File: config.mk
export PLATFORM = sky130hd
export DESIGN_NAME = exec_unit
export DESIGN_NICKNAME = d
export VERILOG_FILES = /design/src/rtl/exec_unit.sv
export SDC_FILE = /design/constraint.sdc
export NUM_CORES = 1
export LEC_CHECK = 0
export ABC_AREA = 1
export CORE_AREA = 2 2 179 181
export DETAILED_ROUTE_END_ITERATION = 10
export DIE_AREA = 0 0 181 183
export HOLD_SLACK_MARGIN = 0.03
export PLACE_DENSITY_LB_ADDON = 0.15
export SYNTH_ARGS = -nofsm -noshare
export SYNTH_HDL_FRONTEND = slang
export SYNTH_SLANG_ARGS = --single-unit
File: constraint.sdc
create_clock -name clk -period 6.7 [get_ports clk]
set_clock_uncertainty 0.15 [all_clocks]
set_input_delay 2.01 -clock clk [delete_from_list [all_inputs] [get_ports clk]]
set_output_delay 2.01 -clock clk [all_outputs]
set_load 0.1 [all_outputs]
File: src/rtl/exec_unit.sv
// Execution unit: single-cycle add/sub ALU with NZCV flags, plus a sequential
// 3x3 convolution kernel (one signed MAC per cycle, then a clamp step).
module exec_unit #(
  parameter int BUS = 16,
  parameter int PIX = 8
) (
  input  logic                      clk,
  input  logic                      rst,
  input  logic                      in_valid,
  output logic                      in_ready,
  input  logic [BUS-1:0]            opa,
  input  logic [BUS-1:0]            opb,
  input  logic [1:0]                funtype,
  input  logic [1:0]                funcode,
  input  logic [1:0]                kernelsel,
  input  logic [2:0][3*PIX-1:0]     window,
  input  logic                      flush,
  output logic                      out_valid,
  input  logic                      out_ready,
  output logic [BUS-1:0]            result,
  output logic [3:0]                cpsr
);

  localparam int ACCW = 2*PIX + 5;
  localparam logic signed [ACCW-1:0] PMAX = ACCW'((1 << PIX) - 1);

  typedef enum logic [1:0] {IDLE, MAC, SAT} state_t;

  state_t                 state_q, state_d;
  logic signed [ACCW-1:0] acc_q, acc_d;
  logic [3:0]             tap_q, tap_d;
  logic [1:0]             ksel_q, ksel_d;
  logic [PIX-1:0]         pix_q [9];
  logic [PIX-1:0]         pix_d [9];
  logic                   out_valid_q, out_valid_d;
  logic [BUS-1:0]         result_q, result_d;
  logic [3:0]             cpsr_q, cpsr_d;

  logic                   accept, consume;
  logic                   alu_sub, alu_v;
  logic [BUS-1:0]         opb_eff;
  logic [BUS:0]           alu_sum;
  logic [PIX-1:0]         cur_pix;
  logic signed [4:0]      coef;
  logic signed [ACCW-1:0] pix_ext, coef_ext, prod, scaled;
  logic [PIX-1:0]         sat_pix;
  logic                   clamped;

  // Row-major 3x3 coefficient sets; taps 1,3,5,7 are the edge-adjacent ones.
  function automatic logic signed [4:0] coef_f(input logic [1:0] ks, input logic [3:0] t);
    logic signed [4:0] c;
    c = '0;
    case (ks)
      2'b00:   c = (t == 4'd4) ? 5'sd1 : 5'sd0;
      2'b01:   c = (t == 4'd4) ? 5'sd5 : (t[0] ? -5'sd1 : 5'sd0);
      2'b10:   c = (t == 4'd4) ? 5'sd8 : -5'sd1;
      default: c = (t == 4'd4) ? 5'sd4 : (t[0] ? 5'sd2 : 5'sd1);
    endcase
    return c;
  endfunction

  assign in_ready  = (state_q == IDLE) && (!out_valid_q || out_ready);
  assign accept    = in_valid && in_ready;
  assign consume   = out_valid_q && out_ready;
  assign out_valid = out_valid_q;
  assign result    = result_q;
  assign cpsr      = cpsr_q;

  always_comb begin
    alu_sub = funcode[0];
    opb_eff = alu_sub ? ~opb : opb;
    alu_sum = {1'b0, opa} + {1'b0, opb_eff} + {{BUS{1'b0}}, alu_sub};
    alu_v   = (opa[BUS-1] == opb_eff[BUS-1]) && (alu_sum[BUS-1] != opa[BUS-1]);
  end

  always_comb begin
    cur_pix  = pix_q[tap_q];
    coef     = coef_f(ksel_q, tap_q);
    pix_ext  = {{(ACCW-PIX){1'b0}}, cur_pix};
    coef_ext = {{(ACCW-5){coef[4]}}, coef};
    prod     = pix_ext * coef_ext;
    scaled   = (ksel_q == 2'b11) ? (acc_q >>> 4) : acc_q;
    sat_pix  = scaled[PIX-1:0];
    clamped  = 1'b0;
    if (scaled[ACCW-1]) begin
      sat_pix = '0;
      clamped = 1'b1;
    end else if (scaled > PMAX) begin
      sat_pix = '1;
      clamped = 1'b1;
    end
  end

  always_comb begin
    state_d     = state_q;
    acc_d       = acc_q;
    tap_d       = tap_q;
    ksel_d      = ksel_q;
    pix_d       = pix_q;
    out_valid_d = out_valid_q;
    result_d    = result_q;
    cpsr_d      = cpsr_q;
    if (consume) out_valid_d = 1'b0;
    case (state_q)
      IDLE: begin
        if (accept) begin
          if (funtype == 2'b11) begin
            state_d = MAC;
            acc_d   = '0;
            tap_d   = '0;
            ksel_d  = kernelsel;
            for (int unsigned r = 0; r < 3; r++)
              for (int unsigned c = 0; c < 3; c++)
                pix_d[r*3 + c] = window[r][PIX*c +: PIX];
          end else begin
            out_valid_d = 1'b1;
            result_d    = alu_sum[BUS-1:0];
            cpsr_d      = {alu_sum[BUS-1], alu_sum[BUS-1:0] == '0, alu_sum[BUS], alu_v};
          end
        end
      end
      MAC: begin
        if (flush) begin
          state_d = IDLE;
          acc_d   = '0;
          tap_d   = '0;
        end else begin
          acc_d = acc_q + prod;
          if (tap_q == 4'd8) begin
            state_d = SAT;
            tap_d   = '0;
          end else begin
            tap_d = tap_q + 4'd1;
          end
        end
      end
      SAT: begin
        state_d = IDLE;
        acc_d   = '0;
        if (!flush) begin
          out_valid_d = 1'b1;
          result_d    = {{(BUS-PIX){1'b0}}, sat_pix};
          cpsr_d      = {1'b0, sat_pix == '0, clamped, 1'b0};
        end
      end
      default: state_d = IDLE;
    endcase
  end

  always_ff @(posedge clk or posedge rst) begin
    if (rst) begin
      state_q     <= IDLE;
      acc_q       <= '0;
      tap_q       <= '0;
      ksel_q      <= '0;
      out_valid_q <= 1'b0;
      result_q    <= '0;
      cpsr_q      <= '0;
      for (int unsigned i = 0; i < 9; i++) pix_q[i] <= '0;
    end else begin
      state_q     <= state_d;
      acc_q       <= acc_d;
      tap_q       <= tap_d;
      ksel_q      <= ksel_d;
      out_valid_q <= out_valid_d;
      result_q    <= result_d;
      cpsr_q      <= cpsr_d;
      pix_q       <= pix_d;
    end
  end

endmodule

**Word level (Yosys, flattened, before mapping)**

Index checks and enable logic that the tools add are counted.

- Add/subtract/negate cells: 4
- $mul: 1
- $lt $le $gt $ge: 2
- Equal/unequal tests: 15
- Multiplexer cells: 43
- Bitwise gates (word level): 2
- Reductions and logical operators: 18

Operators by type and width:

| operator | number |
|---|---|
| two-way mux 16 bit | 4 |
| two-way mux 21 bit | 3 |
| one-hot mux 21 bit (3 select lines) | 1 |
| binary-select mux 8 bit (select 4 bit) | 1 |
| two-way mux 8 bit | 4 |
| one-hot mux 16 bit (2 select lines) | 1 |
| two-way mux 4 bit | 7 |
| adder 21 x 14 -> 21 bit | 1 |
| greater-than comparator 21 x 9 -> 1 bit (second input constant) | 1 |
| two-way mux 20 bit | 1 |
| adder 16 x 16 -> 17 bit | 1 |
| adder 17 x 1 -> 17 bit | 1 |
| logical NOT 16 bit | 1 |
| NOT 16 bit | 1 |
| one-hot mux 4 bit (2 select lines) | 2 |
| two-way mux 5 bit | 3 |
| one-hot mux 5 bit (3 select lines) | 1 |
| multiplier 9 x 5 -> 14 bit | 1 |
| AND reduction 3 bit | 4 |
| two-way mux 2 bit | 5 |
| == test 2 bit (second input constant) | 4 |
| logical NOT 8 bit | 1 |
| two-way mux 1 bit | 7 |
| inequality test 2 bit (second input constant) | 3 |
| other kinds (20) | 26 |

- Bits in registers: 122
- Input bits: 115
- Output and inout port bits: 22
- Word-level logic and storage cells: 101

**Depth between registers and ports, before layout**

- Word-level depth: 9
- Gate-level depth with buffers: 31

**Worst setup path before layout**

No wires, ideal clock.

- Kind: register -> register
- Start: register tap_q[0]
- End: register acc_q[17]
- Setup time: 118 ps
- Data arrival time: 5081 ps
- Setup slack: 1351 ps
- Stages on the path, launching flop included: 28
- Buffers on the path: 3
- Clock period less this slack: 5349 ps
- Cell sequence: dfrtp_1 buf_4 inv_2 buf_4 buf_2 ha_1 nand2_2 nand3_2 a21boi_1 nand2_1 fa_1 fa_1 inv_1 fa_1 inv_1 fa_1 inv_1 fa_1 nand3_1 nand2_1 nand2_1 nand2_1 nand2_1 o21bai_1 nand2_1 nand3b_1 nand3_1 nand2_1

- Cells in the longest elaborated chain, start to end: 8
- Elaborated cells on any way between the ends: 16
- Classes of those cells: add/sub (1); mul (1); eq/ne (1); mux (12); bitwise (1)

Ends and longest elaborated chain:

| what | line | RTL |
|---|---|---|
| start: declaration | 31 | `logic [3:0] tap_q, tap_d;` |
| start signal: assignment | 163 | `tap_q <= tap_d;` |
| NOT 4 -> 5 bit (implied by the code) | 77 | `cur_pix = pix_q[tap_q];` |
| binary-select mux 8 bit (select 4 bit) | 77 |  |
| two-way mux 8 bit (implied by the code) (2 in a row) | 77 |  |
| multiplier 9 x 5 -> 14 bit (*) | 81 | `prod = pix_ext * coef_ext;` |
| adder 21 x 14 -> 21 bit (*) | 128 | `acc_d = acc_q + prod;` |
| two-way mux 21 bit (*) | 123 | `if (flush) begin` |
| one-hot mux 21 bit (3 select lines) (*) | 104 | `case (state_q)` |
| end signal: assignment | 153 | `acc_q <= '0;` |
| end signal: assignment | 162 | `acc_q <= acc_d;` |
| end: declaration | 30 | `logic signed [ACCW-1:0] acc_q, acc_d;` |

Every way passes the cells marked *; elsewhere a longest branch is shown, timed or not. The select of a mux whose other input is x is not followed.
A chain may end at the register's enable or synchronous reset.

**Worst setup path in the final report**

- Start: register tap_q[1]
- End: register acc_q[16]

The elaborated chain is that of the path after synthesis.

==> metrics.yaml <==
rsz0062_at_grt: "false"
cts-root-buf: "clkbuf_16"
timing.fmax_mhz: 174
track_usage_pct: 16.4
maxSlewViolCount: 0
hold_ws_ns: 0.323
cts.clk_slew.worst_paths_ns: 0.06
placed_cell_area_um2: 11000
cts_sinks: 121
wl_per_cell_um: 14.4
holdBufCountCts: 0
nNetsFinal: 1605
cts_resized: 0
synth_top_flop_cell: "dfrtp_1"
stdcell_count: 1797
regToRegSetupSlack_ns: 0.97
p_per_area_nw_per_um2: 454
synth.distinct_cells: 45
fin_util_pct: 37.0
vdd_drop_max_mv: 0.283
synth_edf_count: 0
dp.cells: 1765
post-route-cell-area_um2: 11600
dp_hpwl_um: 19800
synth_top_cell_area_share_pct: 32.9
vias: 8270
setup_viol: 0
crit_type: "reg -> reg"
hold_path_class: "reg -> reg"
leakagePower_nw: 6.10
tightest_slew_ns: 1.02
grt_pass1_wl_um: 43400
htree_levels: 4
worstPathMaxFanout: 15
cts-buffers-inserted: 17
cts_setup_buffers: 0
drc: 0
rows: 65
tritoncts: "built"
timing.rr.start: "tap_q[1]$_DFFE_PP0P_"
r2r-end: "acc_q[16]$_DFFE_PP0P_"
antenna_found_initial: 0
gp_congestion: 0.822
clock_latency_ns: 0.44
tns_ns: 0
syn-num-nets: 1478
startpoint: "tap_q[1]$_DFFE_PP0P_"
start_util_pct: 29.5
coreArea_um2: 31200
worstPathArrival_ns: 5.89
area_growth_pct: 25.4
grt_max_degree: 92
num_io_pins: 137
hold_violations: 0
grt_overflow: 0
crit_required_ns: 6.86
final_common_cell: "nand2_1"
ys_seq_area_share_pct: 32.9
outcome: "finished, final reports clean"
maxCapViolCount: 0
wirelength_um: 25900
async_reset_ff_share_pct: 100
antenna_cells: 0
grt_pass1_vias: 8450
synth.cell_area_um2: 9210
post-place-ws_ns: 0.979
die_x_um: 181
power_mw: 5.24
synth_seq_cells: 121
portBuffers: 135
cp-end-kind: "flip-flop"
finalCritPeriodShare_pct: 85.6
most-common-layout-cells: "nand2_1, inv_1, clkdlybuf4s50_1, dfrtp_1, o21ai_0"
drive_gt1_share_pct: 4.59
cp-start-kind: "flip-flop"
crit_end: "acc_q[16]$_DFFE_PP0P_"
synth_area_leaders: "dfrtp_1, nand2_1, ha_1"
cts_buffer_depth: 2
dr.first_iter.drc_count: 396
viasPerCell: 4.60
yosysWarningCount: 0
yosys.area.top_type: "dfrtp_1"
avgSynthCellArea_um2: 7.34
die_y_um: 183
min_period_ns: 5.73
antenna_left: 0
die_area_um2: 33100
slew_headroom_pct: 31.6
first_pass_iters: 5
reg2reg_depth: 25
setup_ws_ns: 0.967
netlist_instances: 1255
[cells by family after synthesis]
| kind of cell | count (synthesis) | share of synthesized area (%) |
|---|---|---|
| and+or+nand+nor | 585 | 26.1 |
| buffers and inverters | 213 | 9.36 |
| AOI/OAI and AO/OA | 206 | 12.3 |
| DFF | 121 | 32.9 |
| adders and majority gates | 108 | 17.2 |
| xor gates and xnor gates | 22 | 2.09 |
[synth_stat cells, types with 5 or more instances]
cell type  instances
nand3_1           60
xnor2_1            6
nand2_1          428
a21oi_1           63
inv_1            172
nand3b_1           6
o21ai_1           14
clkbuf_1           7
nor3_1             5
ha_1              77
a22o_1             6
buf_4              6
buf_2             18
dfrtp_1          121
fa_1              31
xor2_1            16
nand4_1           14
o22ai_1            5
o21bai_1           6
o21ai_0           94
a32o_1             5
nor2_1            54
[worst min-delay path by stage]
stage / from / to / slack, ns / cells after the start
floorplan: pix_q[10]$_DFFE_PP0P_ / pix_q[10]$_DFFE_PP0P_ / 0.29 / 2
global placement: pix_q[54]$_DFFE_PP0P_ / pix_q[54]$_DFFE_PP0P_ / 0.31 / 2
detailed placement: pix_q[25]$_DFFE_PP0P_ / pix_q[25]$_DFFE_PP0P_ / 0.31 / 2
CTS: pix_q[25]$_DFFE_PP0P_ / pix_q[25]$_DFFE_PP0P_ / 0.33 / 2
global route: pix_q[45]$_DFFE_PP0P_ / pix_q[45]$_DFFE_PP0P_ / 0.34 / 2
finish: pix_q[26]$_DFFE_PP0P_ / pix_q[26]$_DFFE_PP0P_ / 0.32 / 2
[per-layer routing]
metal / vias to the layer above / part of all wire, % / global-route usage, %
met3: 9 / 3.0 / 2.74
met5: - / 0 / 0
met1: 3875 / 50 / 22.4
met2: 128 / 47 / 27.8
li1: 4258 / - / -
met4: 0 / 0.61 / 2.93
[state kept, by name, indices dropped and copies added (netlist names)]
signal / count
acc_q: 21
cpsr: 3
ksel_q: 2
out_valid: 1
pix_q: 72
result: 16
state_q: 2
tap_q: 4
[worst max-delay path: stages, from the launching register on]
cell and delay (ns):
dfrtp_1 0.34, inv_1 0.28, ha_1 0.34, nand2_2 0.13, nand3_2 0.11, nand2_4 0.16
nand2_4 0.13, or2_1 0.27, fa_1 0.51, fa_1 0.55, inv_1 0.06, fa_1 0.53
inv_1 0.05, fa_1 0.49, inv_1 0.07, ha_1 0.20, a21oi_1 0.17, o21ai_0 0.15
a21oi_1 0.26, inv_1 0.10, nand2_1 0.06, nand2_1 0.11, a21oi_1 0.17, nand2_1 0.06
nand3_1 0.09, nand2_1 0.06
[area by class of cell]
cell class                      instances  area [µm²]
Clock buffer                           18         439
Clock inverter                         14         150
Fill cell                            3344       19700
Inverter                              177         669
Multi-Input combinational cell        921        5320
Sequential cell                       121        3030
Tap cell                              402         503
Timing Repair Buffer                  144        1440
[power breakdown]
group	switching, mW	total [mW]	leakage [nW]	internal [mW]
Sequential	0.128	1.07	1.53	0.941
Clock	0.410	0.948	0.289	0.538
Combinational	2.05	3.23	4.28	1.18
Power figures use the tool's default switching activity.
==> patch 1, RTL diff (config.mk and constraints unchanged) <==
Make the reset (`rst`) synchronous in one clocked block.
--- a/src/rtl/exec_unit.sv
+++ b/src/rtl/exec_unit.sv
@@ -149,3 +149,3 @@
 
-  always_ff @(posedge clk or posedge rst) begin
+  always_ff @(posedge clk) begin
     if (rst) begin
Behaviour: differs if rst is asserted again (counterexample within 4 cycles, from zero or initial values and one cycle with rst high); with rst held inactive, the same outputs for 4 cycles.
==> patch 1 against the unedited design <==
Sequential share of layout area down 4.5 points; area after synthesis fell by 4.2%; sequential cell count unchanged; wire length shrank 0.59%; worst setup slack better by 0.12 ns; final area down 3.5%; critical path type unchanged; critical endpoint is now acc_q[13].
Power is not compared: it rests on default switching activity, and its combinational part moved more than twofold at a synthesized area within 25%.
==> patch 1: results <==
group,metric,value,unit
status,status,"finished clean",
clocking,cts_setup_buffers,0,
timing,worst_pin_slew,1.02,ns
grt,grt_max_degree,82,
yosys,yosys-top-cells-area,"dfxtp_1 (27%), nand2_1 (12%), ha_1 (11%)",
routing,drt-vias-per-instance,4.65,
yosys,synth-main-ff-cell,"dfxtp_1",
grt,grt_pass1_wl,43200,µm
worst_setup_path,cp.arrival,5.75,ns
yosys,yosys.area_share.xor_xnor,2.28,%
grt,grt_pass1_vias,8536,
worst_setup_path,crit_fanout,36,
yosys,synth_common_cells,"nand2_1 (273), nor2_1 (236), o21ai_0 (145), inv_1 (132), dfxtp_1 (121)",
worst_setup_path,r2r-start,"tap_q[0]",
worst_setup_path,timing.rr.end,"acc_q[13]",
worst_hold_path,min_to,"result[13]",
cells_and_area,nets,1650,
place,post-place-ws,1.07,ns
yosys,synth-async-reset-ratio,0,%
routing,drt_iter0_markers,466,
yosys,synth_compound_area_share,16.1,%
worst_hold_path,hp-start,"result[13]",
yosys,ys_types,42,
place,place_congestion,0.781,
yosys,ys_seq_area_share,27.4,%
routing,wl_per_cell,14.0,µm
worst_setup_path,r2r_cells,25,
yosys,syn_nets,1533,
cells_and_area,fillers,3411,
cells_and_area,layout-drive-gt1-share,4.51,%
yosys,synthAdderAreaFrac,17.9,%
grt,grt_usage,16.1,%
cells_and_area,antenna_cells,0,
timing,post-route-min-period,5.61,ns
-- patch 1: changes by cell type after synthesis, moves of 11 or more --
| cell | delta |
|---|---|
| dfrtp_1 | -121 |
| o21ai_0 | +51 |
| o22ai_1 | +11 |
| clkbuf_1 | +15 |
| nand2_1 | -155 |
| dfxtp_1 | +121 |
| o21ai_1 | -13 |
| nor2_1 | +182 |
| a21oi_1 | +16 |
| inv_1 | -40 |
-- patch 1: worst max path at each step --
stage,startpoint,endpoint,cells past startpoint
final,tap_q[0],acc_q[13],25
after global routing,tap_q[0],acc_q[13],25
after CTS,tap_q[0],acc_q[13],25
after detailed placement,tap_q[0],acc_q[13],25
after global placement,tap_q[0],acc_q[13],25
after floorplan,tap_q[0],acc_q[13],26
-- patch 1: stage by stage --
step	std cells	area [µm²]	utilization (%)	total power, W	hold WS (ns)
after floorplan	1310	8830	-	0.00117	0.280
after global placement	1810	10600	33.8	0.00136	0.299
after detailed placement	1810	10600	33.8	0.00136	0.304
after CTS	1842	11100	35.7	0.00233	0.316
after global routing	1842	11100	35.7	0.00242	0.328
final	1842	11100	35.7	0.00230	0.314
-- patch 1: logic make-up after synthesis --
family	Yosys count
compound gates	265
xor+xnor	23
fa+ha+maj	108
buf+inv	188
flops	121
simple gates	605
-- patch 1: layout make-up --
class / count / share of cell area, %
clock inverters: 15 / 1.53
multi-input cells: 1001 / 50.7
well taps: 402 / 4.51
clock buffers: 17 / 3.82
flip-flops and latches: 121 / 21.7
repair buffers: 149 / 13.0
inverters: 137 / 4.63
-- patch 1: power by group through the flow --
stage / registers [W] / logic (W) / clock network (W)
CTS: 0.000776 / 0.000573 / 0.000979
floorplan: 0.000869 / 0.000303 / 0
detailed placement: 0.000792 / 0.000569 / 0
global route: 0.000780 / 0.000634 / 0.00101
finish: 0.000776 / 0.000566 / 0.000956
global placement: 0.000792 / 0.000568 / 0
-- patch 1: critical path, cell delays in order, from the launching register on --
cell,delay (ns)
dfxtp_1,0.33
clkinv_1,0.06
buf_4,0.25
ha_1,0.28
nand2_2,0.13
nand4_1,0.11
nand2_2,0.10
clkinv_1,0.07
or2_2,0.31
fa_1,0.51
fa_1,0.54
inv_1,0.05
fa_1,0.52
inv_1,0.05
fa_1,0.49
inv_1,0.07
fa_1,0.48
nand3_1,0.11
nand2_1,0.11
nand2_1,0.08
nand2_1,0.11
nand3_1,0.09
nand2_1,0.06
or2_2,0.27
nand3_1,0.07
a21oi_1,0.07
-- patch 1: layer usage --
layer / GRT usage, % / vias up / wire length (µm)
met1: 21.8 / 3884 / 12900
met4: 4.39 / 0 / 368
met5: 0 / - / 0
met3: 2.60 / 22 / 868
met2: 26.6 / 166 / 11700
li1: - / 4488 / -
==> patch 2, RTL diff (same flow settings) <==
Made on the original files. `BUS`: 16 -> 32.
--- a/src/rtl/exec_unit.sv
+++ b/src/rtl/exec_unit.sv
@@ -3,3 +3,3 @@
 module exec_unit #(
-  parameter int BUS = 16,
+  parameter int BUS = 32,
   parameter int PIX = 8
Interface: changed (resized opa, opb and result); port bits go from 137 to 185. The function was not compared with the original's and may differ.
==> patch 2 against the unedited design <==
Worst setup slack got worse by 0.29 ns; die area did not move; wire length rose by 25%; final area rose by 23%; hold slack got worse by 0.0093 ns; sequential cell count rose by 16; global-route usage rose by 3.7 points; area after synthesis rose by 22%; power rose by 20%; critical path type unchanged; largest power group unchanged; highest routed layer unchanged.
==> patch 2: results <==
group,metric,value,unit
yosys,synthAdderAreaFrac,15.8,%
place,postPlaceCellArea,13500,µm²
power,p_sw_share,51.1,%
yosys,ys_types,44,
worst_hold_path,hold_path_class,"register to register",
grt,grt_pass1_vias,10300,
worst_setup_path,cp.arrival,6.23,ns
yosys,synth_common_cells,"nand2_1 (530), inv_1 (232), dfrtp_1 (137), o21ai_0 (129), ha_1 (93)",
worst_setup_path,ff2ff_setup_slack,0.68,ns
routing,drt_iter0_markers,708,
cells_and_area,layout-drive-gt1-share,5.15,%
routing,wirelength,32300,µm
power,ir_drop,0.280,mV
place,dp_hpwl,25700,µm
status,status,"finished clean",
grt,grt_max_degree,107,
yosys,synth_compound_area_share,12.8,%
timing,max_freq,0.166,GHz
routing,drt-vias-per-instance,4.81,
yosys,syn_nets,1872,
yosys,ys_seq_area_share,30.4,%
grt,use_met1,27.9,%
grt,grt_use_met2,32.9,%
place,port_buffers,183,
grt,grt_usage,20.1,%
## patch 2: cell count changes in the layout (fill, tap and decap cells not counted), sizes merged, moves of 5 or more
cell | before | now
dfrtp | 121 | 137
o21ai | 109 | 135
nand2 | 434 | 548
nor2 | 57 | 92
nand3 | 61 | 68
ha | 77 | 93
xor2 | 16 | 37
a21oi | 64 | 78
clkinv | 2 | 7
inv | 187 | 249
clkdlybuf4s50 | 134 | 181
nor3 | 5 | 14
## patch 2: metrics by stage
| step | cells | hold WS [ns] | worst slack [ns] |
|---|---|---|---|
| floorplan | 1601 | 0.287 | 0.760 |
| global placement | 2158 | 0.299 | 0.707 |
| detailed placement | 2158 | 0.303 | 0.639 |
| CTS | 2190 | 0.319 | 0.633 |
| global route | 2190 | 0.335 | 0.223 |
| finish | 2190 | 0.314 | 0.680 |
## patch 2: critical path, stage by stage, from the launching register on
cell and delay [ns]:
dfrtp_1 0.56, inv_1 0.23, nor2_1 0.33, nand2_1 0.18, o211ai_1 0.57, nand2_1 0.15, fa_1 0.50, fa_1 0.55
inv_1 0.05, fa_1 0.52, inv_1 0.05, fa_1 0.49, inv_1 0.06, fa_1 0.45, nand3_1 0.10, nand2_1 0.07
nand2_1 0.10, a21oi_2 0.09, a21boi_0 0.23, o21ai_1 0.13, nand3_1 0.09, nand2_1 0.07, nand2_1 0.06, nand2_1 0.05
o21ai_1 0.12
## patch 2: cell type report
cell class / instances / area, µm²
Multi-Input combinational cell: 1180 / 6750
Clock buffer: 17 / 425
Timing Repair Buffer: 195 / 1940
Clock inverter: 15 / 223
Fill cell: 3247 / 17000
Inverter: 244 / 921
Tap cell: 402 / 503
Sequential cell: 137 / 3430
## patch 2: path summary, 6_finish.rpt
check | cells past startpoint | startpoint | end
hold / removal | 2 | pix_q[27] | pix_q[27]
setup reg to reg | 24 | tap_q[2] | acc_q[15]
hold reg to reg | 2 | pix_q[27] | pix_q[27]
max in group asynchronous | 3 | rst | out_valid
setup / recovery | 24 | tap_q[2] | acc_q[15]
min in group asynchronous | 2 | rst | pix_q[42]
## patch 2: power groups by stage
stage | clock, W | combinational (W) | sequential, W
finish | 0.00105 | 0.00400 | 0.00125
global placement | 0 | 0.00394 | 0.00126
CTS | 0.00107 | 0.00402 | 0.00125
floorplan | 0 | 0.00247 | 0.00177
detailed placement | 0 | 0.00398 | 0.00126
global route | 0.00111 | 0.00450 | 0.00128
## patch 2: per-layer routing
layer  wire length, µm  vias up  share of wire (%)
met1             16000     4805                 49
met3              1470       26                4.6
li1                  -     5446                  -
met2             14300      254                 44
met4               550        0                1.7
met5                 0        -                  0
